**src/rtl/accel_cmd_bridge.sv**
```systemverilog
// Command bridge between the CPU accelerator bus and the NN accelerator core.
// Buffers bus writes in a small FIFO and decodes them into LOAD beat streams and RUN start/wait handshakes.
module accel_cmd_bridge #(
  parameter int DATA_W     = 16,
  parameter int FIFO_DEPTH = 8,
  parameter int LEN_W      = 8
) (
  input  logic              clk,
  input  logic              rst_n,
  input  logic              accel_en,
  input  logic              bus_wr,
  input  logic [DATA_W-1:0] bus_data,
  output logic              accel_done,
  output logic [DATA_W-1:0] core_data,
  output logic              core_valid,
  input  logic              core_ready,
  output logic              core_start,
  output logic [3:0]        core_layer,
  input  logic              core_done,
  output logic [1:0]        err
);

  localparam int PTR_W = $clog2(FIFO_DEPTH);
  localparam int CNT_W = PTR_W + 1;

  localparam logic [3:0] OP_LOAD = 4'h1;
  localparam logic [3:0] OP_RUN  = 4'h2;

  typedef enum logic [1:0] {
    S_IDLE,
    S_LOAD,
    S_RUN_START,
    S_RUN_WAIT
  } state_t;

  state_t state, state_nxt;

  logic [DATA_W-1:0] mem [FIFO_DEPTH];
  logic [PTR_W-1:0]  wr_ptr, rd_ptr;
  logic [CNT_W-1:0]  count, count_nxt;
  logic              empty, full, push, pop;

  logic [DATA_W-1:0] head;
  logic [3:0]        head_op, head_layer;
  logic [LEN_W-1:0]  head_len;

  logic [LEN_W-1:0]  remaining, remaining_nxt;
  logic              layer_load, illegal_op;

  assign empty = (count == '0);
  assign full  = (count == CNT_W'(FIFO_DEPTH));

  // A full FIFO still accepts a write when the head is popped in the same cycle.
  assign push = bus_wr && (!full || pop);

  assign head       = mem[rd_ptr];
  assign head_op    = head[15:12];
  assign head_layer = head[11:8];
  assign head_len   = head[LEN_W-1:0];
  assign core_data  = head;

  always_comb begin
    // NOTE: every signal written here gets a default first so no latch is inferred.
    state_nxt     = state;
    remaining_nxt = remaining;
    pop           = 1'b0;
    core_valid    = 1'b0;
    core_start    = 1'b0;
    layer_load    = 1'b0;
    illegal_op    = 1'b0;

    unique case (state)
      S_IDLE: begin
        if (accel_en && !empty) begin
          pop = 1'b1;
          if (head_op == OP_LOAD) begin
            if (head_len != '0) begin
              state_nxt     = S_LOAD;
              remaining_nxt = head_len;
            end
          end else if (head_op == OP_RUN) begin
            state_nxt  = S_RUN_START;
            layer_load = 1'b1;
          end else begin
            illegal_op = 1'b1;
          end
        end
      end

      S_LOAD: begin
        core_valid = accel_en && !empty;
        if (core_valid && core_ready) begin
          pop           = 1'b1;
          remaining_nxt = remaining - LEN_W'(1);
          if (remaining == LEN_W'(1)) state_nxt = S_IDLE;
        end
      end

      S_RUN_START: begin
        if (accel_en) begin
          core_start = 1'b1;
          state_nxt  = S_RUN_WAIT;
        end
      end

      S_RUN_WAIT: begin
        if (accel_en && core_done) state_nxt = S_IDLE;
      end

      default: state_nxt = S_IDLE;
    endcase
  end

  always_comb begin
    count_nxt = count;
    unique case ({push, pop})
      2'b10:   count_nxt = count + CNT_W'(1);
      2'b01:   count_nxt = count - CNT_W'(1);
      default: count_nxt = count;
    endcase
  end

  // NOTE: the storage array has no reset; stale words are unreachable once the pointers and count are cleared.
  always_ff @(posedge clk) begin
    if (push) mem[wr_ptr] <= bus_data;
  end

  // NOTE: sequential state uses non-blocking assignments so every register sees pre-edge values.
  always_ff @(posedge clk) begin
    if (!rst_n) begin
      state      <= S_IDLE;
      wr_ptr     <= '0;
      rd_ptr     <= '0;
      count      <= '0;
      remaining  <= '0;
      core_layer <= 4'h0;
      err        <= 2'b00;
      accel_done <= 1'b1;
    end else begin
      state     <= state_nxt;
      remaining <= remaining_nxt;
      count     <= count_nxt;
      if (push) wr_ptr <= wr_ptr + PTR_W'(1);
      if (pop)  rd_ptr <= rd_ptr + PTR_W'(1);
      if (layer_load) core_layer <= head_layer;
      if (bus_wr && full && !pop) err[0] <= 1'b1;
      if (illegal_op) err[1] <= 1'b1;
      // Done only when nothing is running, nothing is queued and no new word is arriving.
      accel_done <= (state_nxt == S_IDLE) && (count_nxt == '0) && !bus_wr;
    end
  end

endmodule

```
**config.mk**
```make
export PLATFORM = sky130hd
export DESIGN_NAME = accel_cmd_bridge
export DESIGN_NICKNAME = d
export VERILOG_FILES = /design/src/rtl/accel_cmd_bridge.sv
export SDC_FILE = /design/constraint.sdc
export NUM_CORES = 1
export LEC_CHECK = 0
export CAP_MARGIN = 15
export CORE_MARGIN = 2
export CORE_UTILIZATION = 30
export CTS_CLUSTER_SIZE = 8
export DETAILED_ROUTE_END_ITERATION = 8
export GPL_ROUTABILITY_DRIVEN = 0
export GPL_TIMING_DRIVEN = 0
export PLACE_DENSITY = 0.55
export SLEW_MARGIN = 10
export SYNTH_ARGS = -nofsm -noshare
export SYNTH_HDL_FRONTEND = slang
export SYNTH_SLANG_ARGS = --single-unit
```
**constraint.sdc**
```tcl
create_clock -name clk -period 3.6 [get_ports clk]
set_input_delay 0.54 -clock clk [delete_from_list [all_inputs] [get_ports clk]]
set_output_delay 0.54 -clock clk [all_outputs]
set_load 0.005 [all_outputs]
```
Yosys cells after proc, flatten, opt, wreduce, memory -nomap -nowiden:

Memories as Yosys holds them, arrays and structs flattened. A register that Yosys moved wholly into a read port is not among the register bits.
Cells that the tools add are included.

* bits in latches: 0
* memories: 1
* ROM bits: 0
* word-level logic and storage cells: 81
* input bits: 22
* output and inout bits: 25
* memory bits (writable): 128
* register bits: 27

* magnitude comparators: 0
* multiply operators: 0
* mux-type cells: 33
* shifts and indexed selects: 0
* eq/ne operators: 13
* add/sub/neg operators: 5
* reductions and logical operators: 20
* div/mod/pow operators: 0
* bitwise logic cells: 0

Memories
* mem: words 8, bits a word 16, rd ports 1, clocked after Yosys merged registers in 1, write ports 1, line 38 `logic [DATA_W-1:0] mem [FIFO_DEPTH];`

Operators by type and width (count)
* 8-bit two-way mux: 4
* 2-bit two-way mux: 8
* 8-bit one-hot mux with 2 select lines: 1
* 1-bit two-way mux: 15
* 8-bit by 1-bit == test with 1-bit output (second input constant): 1
* 1-bit logical AND: 8
* 4-bit logical NOT: 2
* 2-bit inequality test (second input constant): 4
* 2-bit one-hot mux with 4 select lines: 1
* 4-bit one-hot mux with 2 select lines: 1
* 8-bit nonzero test: 1
* 8-bit by 1-bit subtractor with 8-bit output (second input constant): 1
* 3-bit by 1-bit adder with 3-bit output (second input constant): 2
* 2-bit == test (second input constant): 3
* 3-bit two-way mux: 2
* 5-bit AND reduction: 1
* 4-bit by 1-bit adder with 4-bit output (second input constant): 1
* 2-bit by 1-bit == test with 1-bit output (second input constant): 2
* 4-bit by 1-bit == test with 1-bit output (second input constant): 1
* 4-bit by 2-bit == test with 1-bit output (second input constant): 1
* 4-bit == test (second input constant): 1
* 1-bit logical NOT: 4
* 2-bit logical NOT: 2
* 4-bit by 1-bit subtractor with 4-bit output (second input constant): 1
* 3 further kinds: 3

Depth between registers and ports, before layout:

Gate-level depths: netlist of the first run.

* word-level depth: 13
* depth in mapped cells: 11
* depth with buffers taken out: 10

Least setup slack after synthesis of the first run:

No wires, ideal clock.

* path kind: reg2reg
* start: register count[1]
* end: memory mem[0][0], enable pin
* setup slack: 613 ps
* period minus slack after synthesis: 2987 ps
* arrival: 2578 ps
* stages on the path, launching flop included: 7
* library setup time: 409 ps
* cells stage by stage: dfxtp_1 clkbuf_1 o41ai_2 nor3_2 o21a_1 nand2b_1 nor3_1

* word-level cells in the longest chain between the ends: 10
* elaborated cells between the ends (all ways): 13
* classes of those cells: 1 x eq/ne; 5 x mux; 7 x reduce/logical

RTL lines
* start, declared: line 40 `logic [CNT_W-1:0] count, count_nxt;`
* start signal, assigned: line 142 `count <= count_nxt;`
* 4-bit logical NOT: line 50 `assign empty = (count == '0);`
* 1-bit logical NOT: line 74, 91
* 1-bit logical AND: line 74, 91
* 1-bit logical AND: line 92 `if (core_valid && core_ready) begin`
* 1-bit two-way mux: line 92
* 1-bit one-hot mux with 2 select lines: line 72 `unique case (state)`
* 1-bit logical OR (*): line 54 `assign push = bus_wr && (!full || pop);`
* 1-bit logical AND (*): line 54
* 1-bit two-way mux (*): line 125 `if (push) mem[wr_ptr] <= bus_data;`
* 1-bit two-way mux (not written as such) (*): line 125
* end, declared: line 38

Every way passes the cells marked *; elsewhere a longest branch is shown, timed or not.

==> impl_metrics.toml, run 1 <==
[yosys]
syn-mean-instance-area_um2 = 16.3
synth_compound_area_share_pct = 3.60
synthMuxAreaShare_pct = 15.8
synth_top_family_by_area = "multiplexers"
ys_seq_elements = 158
synth.area.top_cells = "edfxtp_1 (60%), mux4_2 (10%), dfxtp_1 (9.3%), mux2i_1 (4.2%), nor2_1 (2.2%)"
synth_largest_area_cell = "edfxtp_1"
synth_edf_count = 128
async_flop_share_pct = 0
yosysWarningCount = 0
synth_top_area_share_pct = 59.8
ys_seq_area_share_pct = 69.1
syn_area_um2 = 6430
synthSimpleGateAreaFrac_pct = 7.10
syn_nets = 421
synth_ff_type = "edfxtp_1"
synth_xor_area_share_pct = 1.09
syn_inst = 394
synth_fa_ha_area_share_pct = 0.973
synth_cell_type_count = 45

[floorplanning]
start_util_pct = 30.6
fp.dieH_um = 150
core_um2 = 21000
ioPinCount = 47
rows = 53
dieArea_um2 = 22600
die_x_um = 150

[pwr]
ir_drop_v = 0.000388
cellLeakagePower_nw = 2.65
cellPowerDensity_nw_per_um2 = 696

[route]
drc = 0
vias_per_cell = 4.78
wl_mm = 13.8
routed-via-count = 3615
drtIter0Drc = 268
wl_per_cell_um = 18.2
dr.pass1.iters = 6
antenna_left = 0

[critical_path]
cp-start-kind = "flop"
critPathMaxStageDelay_ns = 0.61
crit_path_top_delay_cell = "mux2i_1"
critPathTopFamily = "buffers and inverters"
critPathCaptureType = "output port"
crit_required_ns = 3.06
criticalPathCategory = "flop to output port"
critPathArrivalTime_ns = 2.84
crit_chain = "clkdlybuf4s15_2, buf_2, mux2i_1, inv_1, clkdlybuf4s50_1"
path_max_fanout = 10
worstPathBufferInverterCount = 4

[placement]
dp_hpwl_mm = 9.54
numPortBuffers = 45
dpl-instance-area_um2 = 7370
dp_slack_ns = 0.0966

[sta]
tns_ns = 0
finalClockSkew_ns = 0.00996
worst_slew_pin_slew_ns = 0.765
hold_slack_ns = 0.481
hold_violations = 0
rsz0062_at_grt = "no"
worst_slack_ns = 0.221
drv_slew = 0
max_slew_margin_pct = 48.6
fmax_mhz = 296
min_period_over_period_pct = 93.9
fin_crit_ns = 3.38
finalSetupViolations = 0

[finish]
mostFrequentLayoutCells = "edfxtp_1 (128), clkdlybuf4s50_1 (45), nor2_1 (32)"
final_util_pct = 38.5
layout_commonest_cell = "edfxtp_1"
synthToLayoutAreaGrowth_pct = 25.7
nets = 495
n_antenna_cell = 0
design_area_um2 = 8090
drive_above_1_share_pct = 21.0

[job]
cap_violations = 0

[clock_tree]
cts_hold_buf = 0
clock_sinks = 158
htreeDepth = 4
cts_tree = "yes"
clock_latency_ns = 0.42
cts_made_buffers = 17
cts_buffer_depth = 2
clockRootBuffer = "clkbuf_16"
clkTransAtPathRegs_ns = 0.06
post_cts_buffers = 0

[global_routing]
grt_pass1_wl_mm = 21.0
antenna_found_initial = 0
overflow = 0
grtUsageTotal_pct = 12.9
grt_max_degree = 17
first_global_vias = 3681

[min_path]
hold_class = "flop to flop"

[run_status]
status = "finished clean"
-- sequential cells by signal, indices dropped and copies added (netlist names), named ones only --
name and flops:
err 2, count 4, core_layer 4, wr_ptr 3
mem 128, state 2, accel_done 1, remaining 8
rd_ptr 3
-- final timing paths --
check	startpoint	endpoint	slack [ns]	cells after the start
max	flop	core_data[6]	0.22	5
min	err[0]	err[0]	0.48	2
max reg2reg	flop	remaining[2]	0.52	9
min reg2reg	err[0]	err[0]	0.48	2
-- report_power, final --
part	internal [mW]	switching, mW
Combinational	0.675	0.653
Sequential	2.10	0.0689
Clock	1.39	0.746
Total	4.16	1.47
-- synthesized netlist by cell type (all sizes together), types with 3 or more instances --
library cell  number
inv               11
nand2b             8
xnor2              5
nor3               9
buf               11
mux2i             27
a21oi             14
nand2             19
mux2               8
nor2              38
xor2               3
dfxtp             30
clkbuf             6
nor2b              3
o21ai              8
edfxtp           128
nand4              5
nand3              4
ha                 5
or3                3
mux4              29
-- logic make-up after synthesis --
group	count (synthesis)
adder cells (fa/ha/maj)	5
AO/OA/AOI/OAI	35
XOR/XNOR	8
multiplexers	64
buffers and inverters	29
flip-flops	158
AND/OR/NAND/NOR	95
-- worst reg2reg max path: stages (launching register included) --
cell and delay, ns:
dfxtp_1 0.42, clkdlybuf4s15_2 0.47, buf_2 0.37, mux2i_1 0.61, nand4_1 0.19, o211a_1 0.31
a21o_1 0.19, buf_6 0.15, mux2i_1 0.15, a21oi_1 0.07
-- repair_timing --
action                                  CTS  global route
pin swaps                                 0             0
resized for setup                         3             1
endpoints found under the setup margin    6             1
-- area by class of cell --
type / count / area [µm²]
buffer: 17 / 118
clock buffer: 17 / 425
sequential: 158 / 4440
clock inverter: 15 / 280
inverter: 12 / 45.0
fill: 1933 / 12900
multi-input combinational: 207 / 1860
timing repair buffer: 55 / 571
tap: 275 / 344
-- through the flow --
stage	total power, mW	instances
floorplan	3.04	394
global placement	3.49	714
detailed placement	3.55	724
CTS	5.68	756
global route	5.86	756
finish	5.63	756
-- metal layers --
metal	wire, µm	global-route usage [%]	up-vias
li1	-	-	1671
met1	6280	16.6	1859
met2	6770	21.3	75
met3	607	3.61	10
met4	126	3.54	0
met5	0	0	-
No activity file was read; power rests on OpenSTA's default activity.
==> run 2, diff against run 1 <==
--- a/constraint.sdc
+++ b/constraint.sdc
@@ -3,2 +3,2 @@
 set_output_delay 0.54 -clock clk [all_outputs]
-set_load 0.005 [all_outputs]
+set_load 0.02 [all_outputs]
==> impl_metrics.toml, run 2 (synthesis results as in run 1) <==
[placement]
numPortBuffers = 45
dp_slack_ns = 0.0966
dp_hpwl_mm = 9.54
dpl-instance-area_um2 = 7370

[critical_path]
rrSetupSlack_ns = 0.64
crit_required_ns = 3.06
criticalPathCategory = "flop to output port"
path_max_fanout = 10
critPathCaptureType = "output port"
cp-start-kind = "flop"
critPathArrivalTime_ns = 2.91

[clock_tree]
clock_sinks = 158
clkTransAtPathRegs_ns = 0.06
clockRootBuffer = "clkbuf_16"
cts_hold_buf = 0
cts_made_buffers = 17
cts_tree = "yes"
cts_buffer_depth = 2
clock_latency_ns = 0.42
htreeDepth = 4

[sta]
max_slew_margin_pct = 48.7
worst_slack_ns = 0.145
tns_ns = 0
finalSetupViolations = 0
worst_slew_pin_slew_ns = 0.764
finalClockSkew_ns = 0.0100
fmax_mhz = 289
drv_slew = 0
rsz0062_at_grt = "no"
hold_violations = 0
min_period_over_period_pct = 96.0
fin_crit_ns = 3.45

[route]
wl_per_cell_um = 18.2
drtIter0Drc = 252
drc = 0
dr.pass1.iters = 6
wl_mm = 13.8
antenna_left = 0
vias_per_cell = 4.77
routed-via-count = 3603

[floorplanning]
die_x_um = 150
ioPinCount = 47
start_util_pct = 30.6
rows = 53
dieArea_um2 = 22600
core_um2 = 21000
fp.dieH_um = 150

[finish]
largestRegisters = "mem: 128 flops, remaining: 8 flops"
regMostFlops = "mem"
nets = 495
layout_commonest_cell = "edfxtp_1"
mostFrequentLayoutCells = "edfxtp_1 (128), clkdlybuf4s50_1 (45), nor2_1 (32)"
drive_above_1_share_pct = 21.2
synthToLayoutAreaGrowth_pct = 25.8
largest_register_ffs = 128
design_area_um2 = 8090
nFillCells = 1933
n_antenna_cell = 0

[global_routing]
overflow = 0
grt_max_degree = 17
grt_pass1_wl_mm = 21.0
antenna_found_initial = 0
first_global_vias = 3681
grtUsageTotal_pct = 12.9

[job]
cap_violations = 0

[run_status]
status = "finished clean"

[pwr]
cellLeakagePower_nw = 2.66
comb_power_share_pct = 25.1
p_clk_share_pct = 37.1
ir_drop_v = 0.000387
internal_power_mw = 4.16
power_switching_mw = 1.58
seq_power_share_pct = 37.7
p_sw_share_pct = 27.5
cellPowerDensity_nw_per_um2 = 710

[min_path]
hold_class = "flop to flop"
run 2: cell types whose count changed in the layout (fill, tap and decap cells not counted):
cell / delta
mux2i_1: -1
mux2i_2: +1
run 2: power by group through the flow:
stage	Combinational, mW	Sequential (mW)	Clock, mW
floorplan	0.952	2.20	0
global placement	1.40	2.20	0
detailed placement	1.46	2.20	0
CTS	1.46	2.17	2.16
global route	1.57	2.18	2.23
finish	1.44	2.17	2.13
run 2: what timing repair did:
action,CTS,global route
gates resized for setup,3,2
setup endpoints to repair,6,5
setup buffers,0,0
run 2: area by class of cell:
| class | count | area [µm²] | area share, % |
|---|---|---|---|
| buffer | 17 | 118 | 1.45 |
| clock buffer | 17 | 425 | 5.26 |
| clock inverter | 15 | 280 | 3.46 |
| inverter | 12 | 45.0 | 0.557 |
| multi-input combinational | 207 | 1860 | 23.0 |
| sequential | 158 | 4440 | 54.9 |
| tap | 275 | 344 | 4.25 |
| timing repair buffer | 55 | 571 | 7.05 |
run 2: worst max-delay path, cell delays in order (launching register included):
cell	delay (ns)
dfxtp_1	0.42
clkdlybuf4s15_2	0.47
buf_2	0.37
mux4_2	0.36
mux2_2	0.32
clkdlybuf4s50_1	0.55
run 2: through the flow:
| step | power (mW) | hold slack [ns] | std cells | utilization (%) |
|---|---|---|---|---|
| 3_5_place_dp | 3.66 | 0.465 | 724 | 35.1 |
| 6_report | 5.74 | 0.481 | 756 | 38.5 |
| 2_1_floorplan | 3.16 | 0.441 | 394 | - |
| 3_3_place_gp | 3.60 | 0.457 | 714 | 34.4 |
| 5_1_grt | 5.98 | 0.501 | 756 | 38.5 |
| 4_1_cts | 5.79 | 0.480 | 756 | 38.5 |
run 2: path summary, 6_finish.rpt:
path / startpoint / end / cells after the start
hold reg to reg: err[0] / err[0] / 2
setup / recovery: flop / core_data[11] / 5
hold / removal: err[0] / err[0] / 2
setup reg to reg: count[1] / mem[7][11] / 7
run 2: per-layer routing:
metal,global-route usage [%],share of wire (%)
met4,3.54,0.92
met5,0,0
met2,21.3,49
met1,16.6,45
met3,3.61,4.5
